===== config.mk =====
export PLATFORM = sky130hd
export DESIGN_NAME = board_io_ctrl
export DESIGN_NICKNAME = d
export VERILOG_FILES = /design/src/rtl/board_io_ctrl.sv
export SDC_FILE = /design/constraint.sdc
export NUM_CORES = 1
export LEC_CHECK = 0
export ABC_CLOCK_PERIOD_IN_PS = 2000
export BUFFER_PORTS_ARGS = -buffer_cell sky130_fd_sc_hd__buf_2
export CELL_PAD_IN_SITES_DETAIL_PLACEMENT = 0
export CELL_PAD_IN_SITES_GLOBAL_PLACEMENT = 2
export CORE_MARGIN = 4
export CORE_UTILIZATION = 34
export CTS_CLUSTER_SIZE = 25
export DETAILED_ROUTE_END_ITERATION = 10
export GPL_ROUTABILITY_DRIVEN = 0
export PLACE_DENSITY = 0.85
export SLEW_MARGIN = 20
export SYNTH_ARGS = -nofsm -noshare
export SYNTH_HDL_FRONTEND = slang
export SYNTH_SLANG_ARGS = --single-unit

===== constraint.sdc =====
create_clock -name i_clk -period 2 [get_ports i_clk]
set_input_delay 0.1 -clock i_clk [delete_from_list [all_inputs] [get_ports i_clk]]
set_output_delay 0.1 -clock i_clk [all_outputs]
set_load 0.02 [all_outputs]

===== src/rtl/board_io_ctrl.sv =====
// Board I/O helper: clock-enable divider, button synchroniser/debouncer with press pulse, LED polarity driver.
// Define BOARD_IO_DEBOUNCE_EN to build in the per-channel debounce counters.
module board_io_ctrl #(
    parameter int unsigned DIV_MAX        = 1350000,
    parameter int unsigned N_BTN          = 1,
    parameter int unsigned N_LED          = 6,
    parameter int unsigned DB_CYCLES      = 270000,
    parameter bit          BTN_ACTIVE_LOW = 1'b1,
    parameter bit          LED_ACTIVE_LOW = 1'b1
) (
    input  logic             i_clk,
    input  logic             i_rst,
    input  logic [N_BTN-1:0] i_button,
    input  logic [N_LED-1:0] i_led,
    input  logic             i_div_we,
    input  logic [31:0]      i_div_val,
    output logic             o_tick,
    output logic             o_slow_clk,
    output logic [N_BTN-1:0] o_button,
    output logic [N_BTN-1:0] o_press,
    output logic [N_LED-1:0] o_led
);

    logic [31:0]      cnt_q, cnt_d;
    logic [31:0]      div_q, div_d;
    logic             slow_q, slow_d;
    logic             tick_q, tick_d;
    logic [N_BTN-1:0] btn_norm;
    logic [N_BTN-1:0] sync1_q, sync1_d;
    logic [N_BTN-1:0] sync2_q, sync2_d;
    logic [N_BTN-1:0] stable_q, stable_d;
    logic [N_BTN-1:0] press_q, press_d;
    logic [N_LED-1:0] led_q, led_d;

`ifdef BOARD_IO_DEBOUNCE_EN
    localparam int unsigned     DB_W    = (DB_CYCLES > 1) ? $clog2(DB_CYCLES) : 1;
    localparam logic [DB_W-1:0] DB_LAST = DB_W'(DB_CYCLES - 1);

    logic [DB_W-1:0] db_cnt_q [N_BTN];
    logic [DB_W-1:0] db_cnt_d [N_BTN];
`else
    // Debounce compiled out: DB_CYCLES has no effect on the logic.
    if (DB_CYCLES == 0) begin : g_db_cycles_ignored
    end
`endif

    // A runtime load outranks the terminal count, so a load edge never ticks or toggles.
    always_comb begin
        // NOTE: every comb output gets a default first so no path can infer a latch.
        cnt_d  = cnt_q + 32'd1;
        div_d  = div_q;
        slow_d = slow_q;
        tick_d = 1'b0;
        if (i_div_we) begin
            div_d = i_div_val;
            cnt_d = '0;
        end else if (cnt_q == div_q) begin
            cnt_d  = '0;
            slow_d = ~slow_q;
            tick_d = 1'b1;
        end
    end

    assign btn_norm = i_button ^ {N_BTN{BTN_ACTIVE_LOW}};

    always_comb begin
        sync1_d = btn_norm;
        sync2_d = sync1_q;
`ifdef BOARD_IO_DEBOUNCE_EN
        stable_d = stable_q;
        for (int i = 0; i < int'(N_BTN); i++) begin
            db_cnt_d[i] = '0;
            if (sync2_q[i] != stable_q[i]) begin
                if (db_cnt_q[i] == DB_LAST) begin
                    stable_d[i] = sync2_q[i];
                end else begin
                    db_cnt_d[i] = db_cnt_q[i] + 1'b1;
                end
            end
        end
`else
        stable_d = sync2_q;
`endif
        // Registered alongside stable so the pulse lines up with the first pressed cycle.
        press_d = stable_d & ~stable_q;
    end

    assign led_d = i_led ^ {N_LED{LED_ACTIVE_LOW}};

    always_ff @(posedge i_clk or posedge i_rst) begin
        if (i_rst) begin
            cnt_q    <= '0;
            div_q    <= DIV_MAX;
            slow_q   <= 1'b0;
            tick_q   <= 1'b0;
            sync1_q  <= '0;
            sync2_q  <= '0;
            stable_q <= '0;
            press_q  <= '0;
            led_q    <= {N_LED{LED_ACTIVE_LOW}};
`ifdef BOARD_IO_DEBOUNCE_EN
            // NOTE: the counter array is real control state, so it is reset like any other flop.
            db_cnt_q <= '{default: '0};
`endif
        end else begin
            // NOTE: non-blocking assignments keep every flop sampling pre-edge values.
            cnt_q    <= cnt_d;
            div_q    <= div_d;
            slow_q   <= slow_d;
            tick_q   <= tick_d;
            sync1_q  <= sync1_d;
            sync2_q  <= sync2_d;
            stable_q <= stable_d;
            press_q  <= press_d;
            led_q    <= led_d;
`ifdef BOARD_IO_DEBOUNCE_EN
            db_cnt_q <= db_cnt_d;
`endif
        end
    end

    assign o_tick     = tick_q;
    assign o_slow_clk = slow_q;
    assign o_button   = stable_q;
    assign o_press    = press_q;
    assign o_led      = led_q;

endmodule

* After elaboration in Yosys (flattened, before gate mapping) *
Index checks and enable logic that the tools add are counted.

word-level totals
  flip-flop bits (word level) = 76
  bits in latches = 0
  RAM bits = 0
  bits in read-only memories = 0
  input bits = 42
  output and inout port bits = 10
  logic and storage cells = 22
  memories = 0

cells by class
  add/sub/neg operators = 1
  $mul = 0
  div/mod/pow operators = 0
  magnitude comparators = 0
  eq/ne operators = 1
  shifts and indexed selects = 0
  multiplexer cells = 4
  bitwise logic cells = 6
  reduce and logical (&&, ||, !) cells = 1

operators with widths
  operator                                                          number
  32-bit 2-to-1 mux                                                 2
  32-bit by 1-bit adder with 32-bit output (second input constant)  1
  32-bit equality test                                              1
  6-bit NOT                                                         1
  1-bit NOT                                                         4
  1-bit 2-to-1 mux                                                  2
  2-bit AND reduction                                               1
  1-bit bitwise AND                                                 1

* Logic depth before layout (Yosys ltp) *
Gate-level depths: netlist (run 1).

  depth in word-level cells = 3
  depth in mapped cells = 7
  gate-level depth less buffers = 6

* Worst setup path after synthesis (run 1) *
OpenSTA, ideal clock, no wires.

  path type = flip-flop to flip-flop
  start point = reg cnt_q[0]
  end point = reg cnt_q[22]
  setup time = 77 ps
  data arrival time = 1,765 ps
  required time = 1,923 ps
  setup slack = 158 ps
  stages on the path, launching flop included = 7
  buffers on the path = 1
  period minus slack after synthesis = 1,842 ps
  cells stage by stage = dfrtp_1 ha_1 nand3_1 or4_1 buf_2 or3_1 a21oi_1

on the way
  word-level cells in the longest chain between the ends = 3
  elaborated cells on any way between the ends = 4
  classes of those cells = add/sub (1); eq/ne (1); mux (2)

ends and longest elaborated chain
  item                                                                              line    RTL
  start: declaration                                                                24      logic [31:0] cnt_q, cnt_d;
  start signal: assignment                                                          107     cnt_q <= cnt_d;
  32-bit by 1-bit adder with 32-bit output or 32-bit equality test (tied branches)  50, 57
  32-bit 2-to-1 mux *                                                               57      end else if (cnt_q == div_q) begin
  32-bit 2-to-1 mux *                                                               54      if (i_div_we) begin
  named net cnt_d[22]                                                               24

The timed path passes the listed nets; every way through them passes the cells marked *.
A chain may end at the register's enable or synchronous reset.

* Final worst setup path (run 1) *
  start point = reg div_q[11]
  end point = reg cnt_q[15]

on the way
  word-level cells in the longest chain between the ends = 3

ends and longest elaborated chain
  item                      line  RTL
  start: declaration        25    logic [31:0] div_q, div_d;
  start signal: assignment  108   div_q <= div_d;
  32-bit equality test      57
  32-bit 2-to-1 mux         57
  32-bit 2-to-1 mux         54
  named net cnt_d[15]       24

The timed path passes the listed nets, and every way through them passes these cells.

==> metrics.txt, run 1 <==
status finished, final reports clean; r2r startpoint div_q[11]; Top FF cell, synth dfrtp_1; TritonCTS clock tree built; DR WL/cell between 10 and 15 um; number of setup violations in the final report 0; Worst path max stage delay 0.55 ns; Clock Tree Buf Depth 2; H-tree Lvls 3; final core occ 0.474; Core ar. ~9900 um^2; Die ar. between 10000 and 15000 um^2; Top Ports 52; largest net degree at the start of global routing 50; CTS buffer count 9; Final Instance Area approximately 4700 um^2; crit path DAT ~2.2 ns; Min Clock Period, post-route between 1.5 and 2 ns; critical path type flop to flop; dpl cell area ~3900 um^2; Slew headroom 0.561; DRC violations left 0; CTS Sinks 76; VDD IR-drop max slightly below 400 uV; initial antenna violation count 0; CP Max Fanout 8; worst slew pin tran 0.656 ns; Layout area overhead 34.6%; all-layer global routing usage 0.139; Hold Slack between 0.3 and 0.4 ns; Mean Syn Cell Area 11.7 um^2; max frequency between 500 and 600 MHz; Startpoint Class flop; Pwr per Cell Area 692 nW/um^2; pre-CTS WS -0.0743 ns; row count 36; Worst-Skew Late Latency 0.36 ns; Synth cell types 27; Mapped Area 3470 um^2; Lkg Pwr ~2.1 nW; iteration-0 DRC count of the detailed router 80; # port buffers between 50 and 60; CP cell instances xor2_1 -> nor4_1 -> nand4_1 -> buf_4 -> o31ai_4 -> buf_4 -> nor2_1; Slew Limit Fails 0; clk root buf clkbuf_8; post-synthesis sequential area ratio 0.553; CP bufs+invs 2; cell family with most CP delay flip-flops; vias per cell between 4 and 5; Setup crit start div_q[11]; FFs w/ async S/R, synth 1.00; cells after synthesis 297; Hold Crit Class primary input to flop; YS warnings 0; diode count 0; Nets 447; max-cap violation count 0; GRT Residual Overflow 0; DPL Wire Length about 5.1 mm; nature of the critical path endpoint flop; first-pass GRT wire length roughly 13 mm; via count around 2400; Critical Path RT approximately 2.3 ns; drt first pass iters 4; R2R depth 7; unrepaired setup endpoints after global routing true; chip width 109 um; share of cells above drive strength 1 0.369; Routed WL 7.38 mm; Stages on worst setup path 7; Fin. Hold Viols 0; HP Start i_div_we; Initial Utilization 0.352; final worst path period share 0.970; #FFs+latches synth between 70 and 80; slowest CP cell dfstp_2; Clk pin slew, worst setup/hold paths ~0.1 ns; most used cell, CP buf_4; overall die height approximately 110 um; clk_skew around 0.011 ns; number of synthesized flops with an enable pin 0; setup tns final 0 ns; vias in the first global route about 2500; setup slack after layout 0.0597 ns; hold depth 2; Detail Route Antenna Nets 0; Net Count, Synth between 300 and 400
-- registers in the layout, summed over array words and instances, names as in the netlist --
name	cells
cnt_q	32
div_q	32
o_button	1
o_led	6
o_press	1
o_slow_clk	1
o_tick	1
stable_d	1
sync1_q	1
-- cell usage after synthesis (2+ instances only) --
library cell | instances | area [um^2]
nand3_1 | 10 | 50.1
dfrtp_1 | 61 | 1530
nand2_1 | 11 | 41.3
buf_2 | 6 | 30.0
nor3_1 | 4 | 20.0
nor4_1 | 9 | 56.3
or4_1 | 2 | 15.0
xor2_1 | 42 | 368
inv_1 | 16 | 60.1
dfstp_2 | 15 | 394
mux2_2 | 32 | 360
clkbuf_1 | 4 | 15.0
nor2_1 | 41 | 154
and4_1 | 3 | 26.3
nor3_2 | 4 | 40.0
xnor2_1 | 20 | 175
nand4_1 | 7 | 43.8
-- per-stage QoR --
stage / power [mW] / std cells
CTS: 3.27 / 536
finish: 3.23 / 542
global placement: 2.01 / 480
floorplan: 1.89 / 297
detailed placement: 2.01 / 480
global route: 3.40 / 542
-- kinds of logic (layout without fill, tap and decap cells) --
group / after synthesis / count (layout) / synth area share
compound gates: 3 / 3 / 0.00649
xor+xnor: 62 / 62 / 0.156
fa+ha+maj: 1 / 1 / 0.00360
buf+inv: 27 / 139 / 0.0324
flops: 76 / 76 / 0.553
mux: 32 / 32 / 0.104
simple gates: 96 / 96 / 0.144
-- layout make-up --
type,instances,area [um^2]
multi-input cells,194,1510
clock buffers,9,124
fillers,889,5190
flip-flops and latches,76,1920
clock inverters,7,73.8
well taps,133,166
inverters,16,63.8
repair buffers,107,808
-- final timing paths --
| kind | slack, ns | end |
|---|---|---|
| max | 0.06 | cnt_q[15] |
| min | 0.33 | div_q[28] |
| min reg2reg | 0.37 | stable_d |
| max reg2reg | 0.06 | cnt_q[15] |
| max in group asynchronous | 0.92 | div_q[5] |
| min in group asynchronous | 0.38 | div_q[19] |
-- layout by cell type (no fill, tap or decap), types with 2 or more instances in the layout --
cell type	count
dfstp_2	15
buf_4	12
inv_1	15
buf_12	2
inv_8	2
buf_2	51
buf_6	2
nor4_2	6
nor3_1	4
nor3_2	4
nand4_1	7
mux2_2	32
nor2_1	41
inv_6	4
dfrtp_2	3
nor4_1	2
dlygate4sd3_1	40
and4_1	3
nor4_4	2
xnor2_1	20
xor2_1	41
nand3_1	10
clkbuf_8	9
nand2_1	10
dfrtp_1	58
-- routing by layer --
metal  share of wire  global-route usage
met5               0                   0
met4           0.011              0.0442
met3           0.041              0.0373
met2            0.48               0.212
met1            0.47               0.194
-- worst reg2reg max path, stage by stage (launching register included) --
cell     delay, ns
dfstp_2       0.55
xor2_1        0.09
nor4_1        0.31
nand4_1       0.13
buf_4         0.18
o31ai_4       0.30
buf_4         0.22
nor2_1        0.06
-- power by group --
part / switching, mW / leakage (nW) / internal [mW] / total, mW
clock network: 0.684 / 0.102 / 0.496 / 1.18
registers: 0.0607 / 0.940 / 1.64 / 1.70
logic: 0.161 / 1.04 / 0.196 / 0.357
-- timing repair --
| action | in CTS | in global routing |
|---|---|---|
| endpoints found under the setup margin | 7 | 33 |
| resized for setup | 3 | 13 |
| pin swaps | 0 | 9 |
| buffers inserted | 0 | 6 |
| hold buffers | 40 | 0 |
| hold endpoints to repair | 57 | 0 |
No activity file was read; power rests on OpenSTA's default activity.
==> run 2: changes to the inputs <==
--- a/config.mk
+++ b/config.mk
@@ -5,16 +5,17 @@
 export SDC_FILE = /design/constraint.sdc
 export NUM_CORES = 1
 export LEC_CHECK = 0
-export ABC_CLOCK_PERIOD_IN_PS = 2000
+export ABC_CLOCK_PERIOD_IN_PS = 2300
 export BUFFER_PORTS_ARGS = -buffer_cell sky130_fd_sc_hd__buf_2
 export CELL_PAD_IN_SITES_DETAIL_PLACEMENT = 0
 export CELL_PAD_IN_SITES_GLOBAL_PLACEMENT = 2
+export CORE_ASPECT_RATIO = 1.1
 export CORE_MARGIN = 4
-export CORE_UTILIZATION = 34
+export CORE_UTILIZATION = 40
 export CTS_CLUSTER_SIZE = 25
 export DETAILED_ROUTE_END_ITERATION = 10
 export GPL_ROUTABILITY_DRIVEN = 0
-export PLACE_DENSITY = 0.85
+export PLACE_DENSITY = 0.93
 export SLEW_MARGIN = 20
 export SYNTH_ARGS = -nofsm -noshare
 export SYNTH_HDL_FRONTEND = slang
==> constraint.sdc (replaced) <==
create_clock -name i_clk -period 2.3 [get_ports i_clk]
set_input_delay 0.115 -clock i_clk [delete_from_list [all_inputs] [get_ports i_clk]]
set_output_delay 0.115 -clock i_clk [all_outputs]
set_load 0.02 [all_outputs]
==> metrics.txt, run 2 (synthesized netlist as in run 1, its figures left out) <==
status finished, final reports clean; H-tree Lvls 3; final worst path period share 0.909; Finished Layout Cells 506; hold depth 2; critical path type flop to flop; most frequent cells in the layout dfrtp_1 (61), buf_2 (51), xor2_1 (42), nor2_1 (41), dlygate4sd3_1 (38); max-cap violation count 0; CTS Sinks 76; TritonCTS clock tree built; GR Util met3 0.0430; Fin. Hold Viols 0; via count roughly 2400; Layout area overhead 29.2%; Slew Limit Fails 0; DRC violations left 0; CP Max Fanout 9; all-layer global routing usage 0.153; fill count 764; first-pass GRT wire length roughly 12 mm; Pwr per Cell Area around 650 nW/um^2; Nets roughly 430; Worst path max stage delay around 0.7 ns; vias in the first global route 2505; clock share of power 0.393; met1 usage 0.201; Detail Route Antenna Nets 0; Stages on worst setup path 6; Clock Tree Buf Depth 2; Routed WL ~7 mm; overall die height around 110 um; Clk pin slew, worst setup/hold paths around 0.080 ns; slowest CP cell or4_1; Min Clock Period, post-route 2.09 ns; Sw Pwr around 0.65 mW; VDD IR-drop max 394 uV; drt first pass iters 4; CTS buffer count 9; diode count 0; reg2reg setup slack 0.21 ns; clk_skew 0.0118 ns; Slew headroom 0.639; Hold Crit Class primary input to flop; HP Start i_div_val[11]; cell family with most CP delay simple AND/OR/NAND/NOR gates; R2R depth 6; DR WL/cell 14.2 um; setup tns final 0 ns; row count 35; GRT Residual Overflow 0; DPL Wire Length ~4.8 mm; Lkg Pwr approximately 2 nW; iteration-0 DRC count of the detailed router 120; Placed Cells 452; Top Ports 52; crit path DAT approximately 2.3 ns; clk root buf clkbuf_8; Comb pwr share 0.099; worst slew pin tran roughly 0.54 ns; Sequential Power Share 0.508; most common cell after layout, fill and taps aside dfrtp_1; vias per cell between 4 and 5; CP bufs+invs 0; Core ar. ~8400 um^2; Initial Utilization 0.413; r2r startpoint cnt_q[0]; max frequency around 480 MHz; Worst-Skew Late Latency between 0.3 and 0.4 ns; Overall Power between 2 and 3 mW; share of cells above drive strength 1 0.316; unrepaired setup endpoints after global routing false; register area 1920 um^2; busiest grt layer met2; Critical Path RT between 2 and 3 ns; number of setup violations in the final report 0; Startpoint Class flop; initial antenna violation count 0; # port buffers 51; CP cell instances ha_1 -> nand3_1 -> or4_1 -> nor3_1 -> xnor2_1 -> nor2_1; chip width between 90 and 100 um; GR Util met2 0.249; nature of the critical path endpoint flop; FF-to-FF End cnt_q[28]; Die ar. a little over 10000 um^2; internal power approximately 2.3 mW; sw frac 0.224; hold endpoint div_q[11]; largest net degree at the start of global routing 77; Multi-input gate area roughly 1400 um^2; postcts setup bufs 0
## run 2: layer usage
metal | vias to the layer above | share of wire
met3 | 4 | 0.036
met4 | 0 | 0.0084
met5 | - | 0
met1 | 1144 | 0.45
met2 | 48 | 0.50
li1 | 1164 | -
## run 2: cell type report
class / instances / area share
sequential: 76 / 0.428
multi-input combinational: 194 / 0.323
timing repair buffer: 93 / 0.154
clock buffer: 12 / 0.0346
tap: 111 / 0.0310
clock inverter: 4 / 0.0162
inverter: 16 / 0.0134
## run 2: per-stage QoR
stage / hold WS [ns] / utilization / setup WS (ns) / area [um^2]
2_1_floorplan: 0.141 / - / 0.271 / 3470
3_3_place_gp: 0.224 / 0.461 / 0.208 / 3880
3_5_place_dp: 0.228 / 0.461 / 0.167 / 3880
4_1_cts: 0.00179 / 0.533 / 0.181 / 4480
5_1_grt: 0.00288 / 0.533 / 0.0207 / 4480
6_report: 0.0123 / 0.533 / 0.209 / 4480
## run 2: power groups by stage
stage                     Sequential [mW]  Clock [mW]  Combinational (mW)
final                                1.48        1.14               0.288
after global routing                 1.49        1.23               0.323
after CTS                            1.48        1.18               0.292
after detailed placement             1.50           0               0.242
after global placement               1.50           0               0.239
after floorplan                      1.50           0               0.146
## run 2: worst max path at each step
| stage | from | endpoint | slack, ns |
|---|---|---|---|
| 4_1_cts | cnt_q[0] | cnt_q[28] | 0.18 |
| 5_1_grt | cnt_q[5] | o_slow_clk | 0.02 |
| 3_3_place_gp | cnt_q[0] | cnt_q[30] | 0.21 |
| 3_5_place_dp | cnt_q[0] | cnt_q[28] | 0.17 |
| 6_report | cnt_q[0] | cnt_q[28] | 0.21 |
| 2_1_floorplan | i_rst | cnt_q[0] | 0.27 |
## run 2: timing repair
action / 4_1_cts / 5_1_grt
endpoints found under the hold margin: 98 / 0
resized for setup: 0 / 0
endpoints found under the setup margin: 0 / 0
hold buffers: 38 / 0
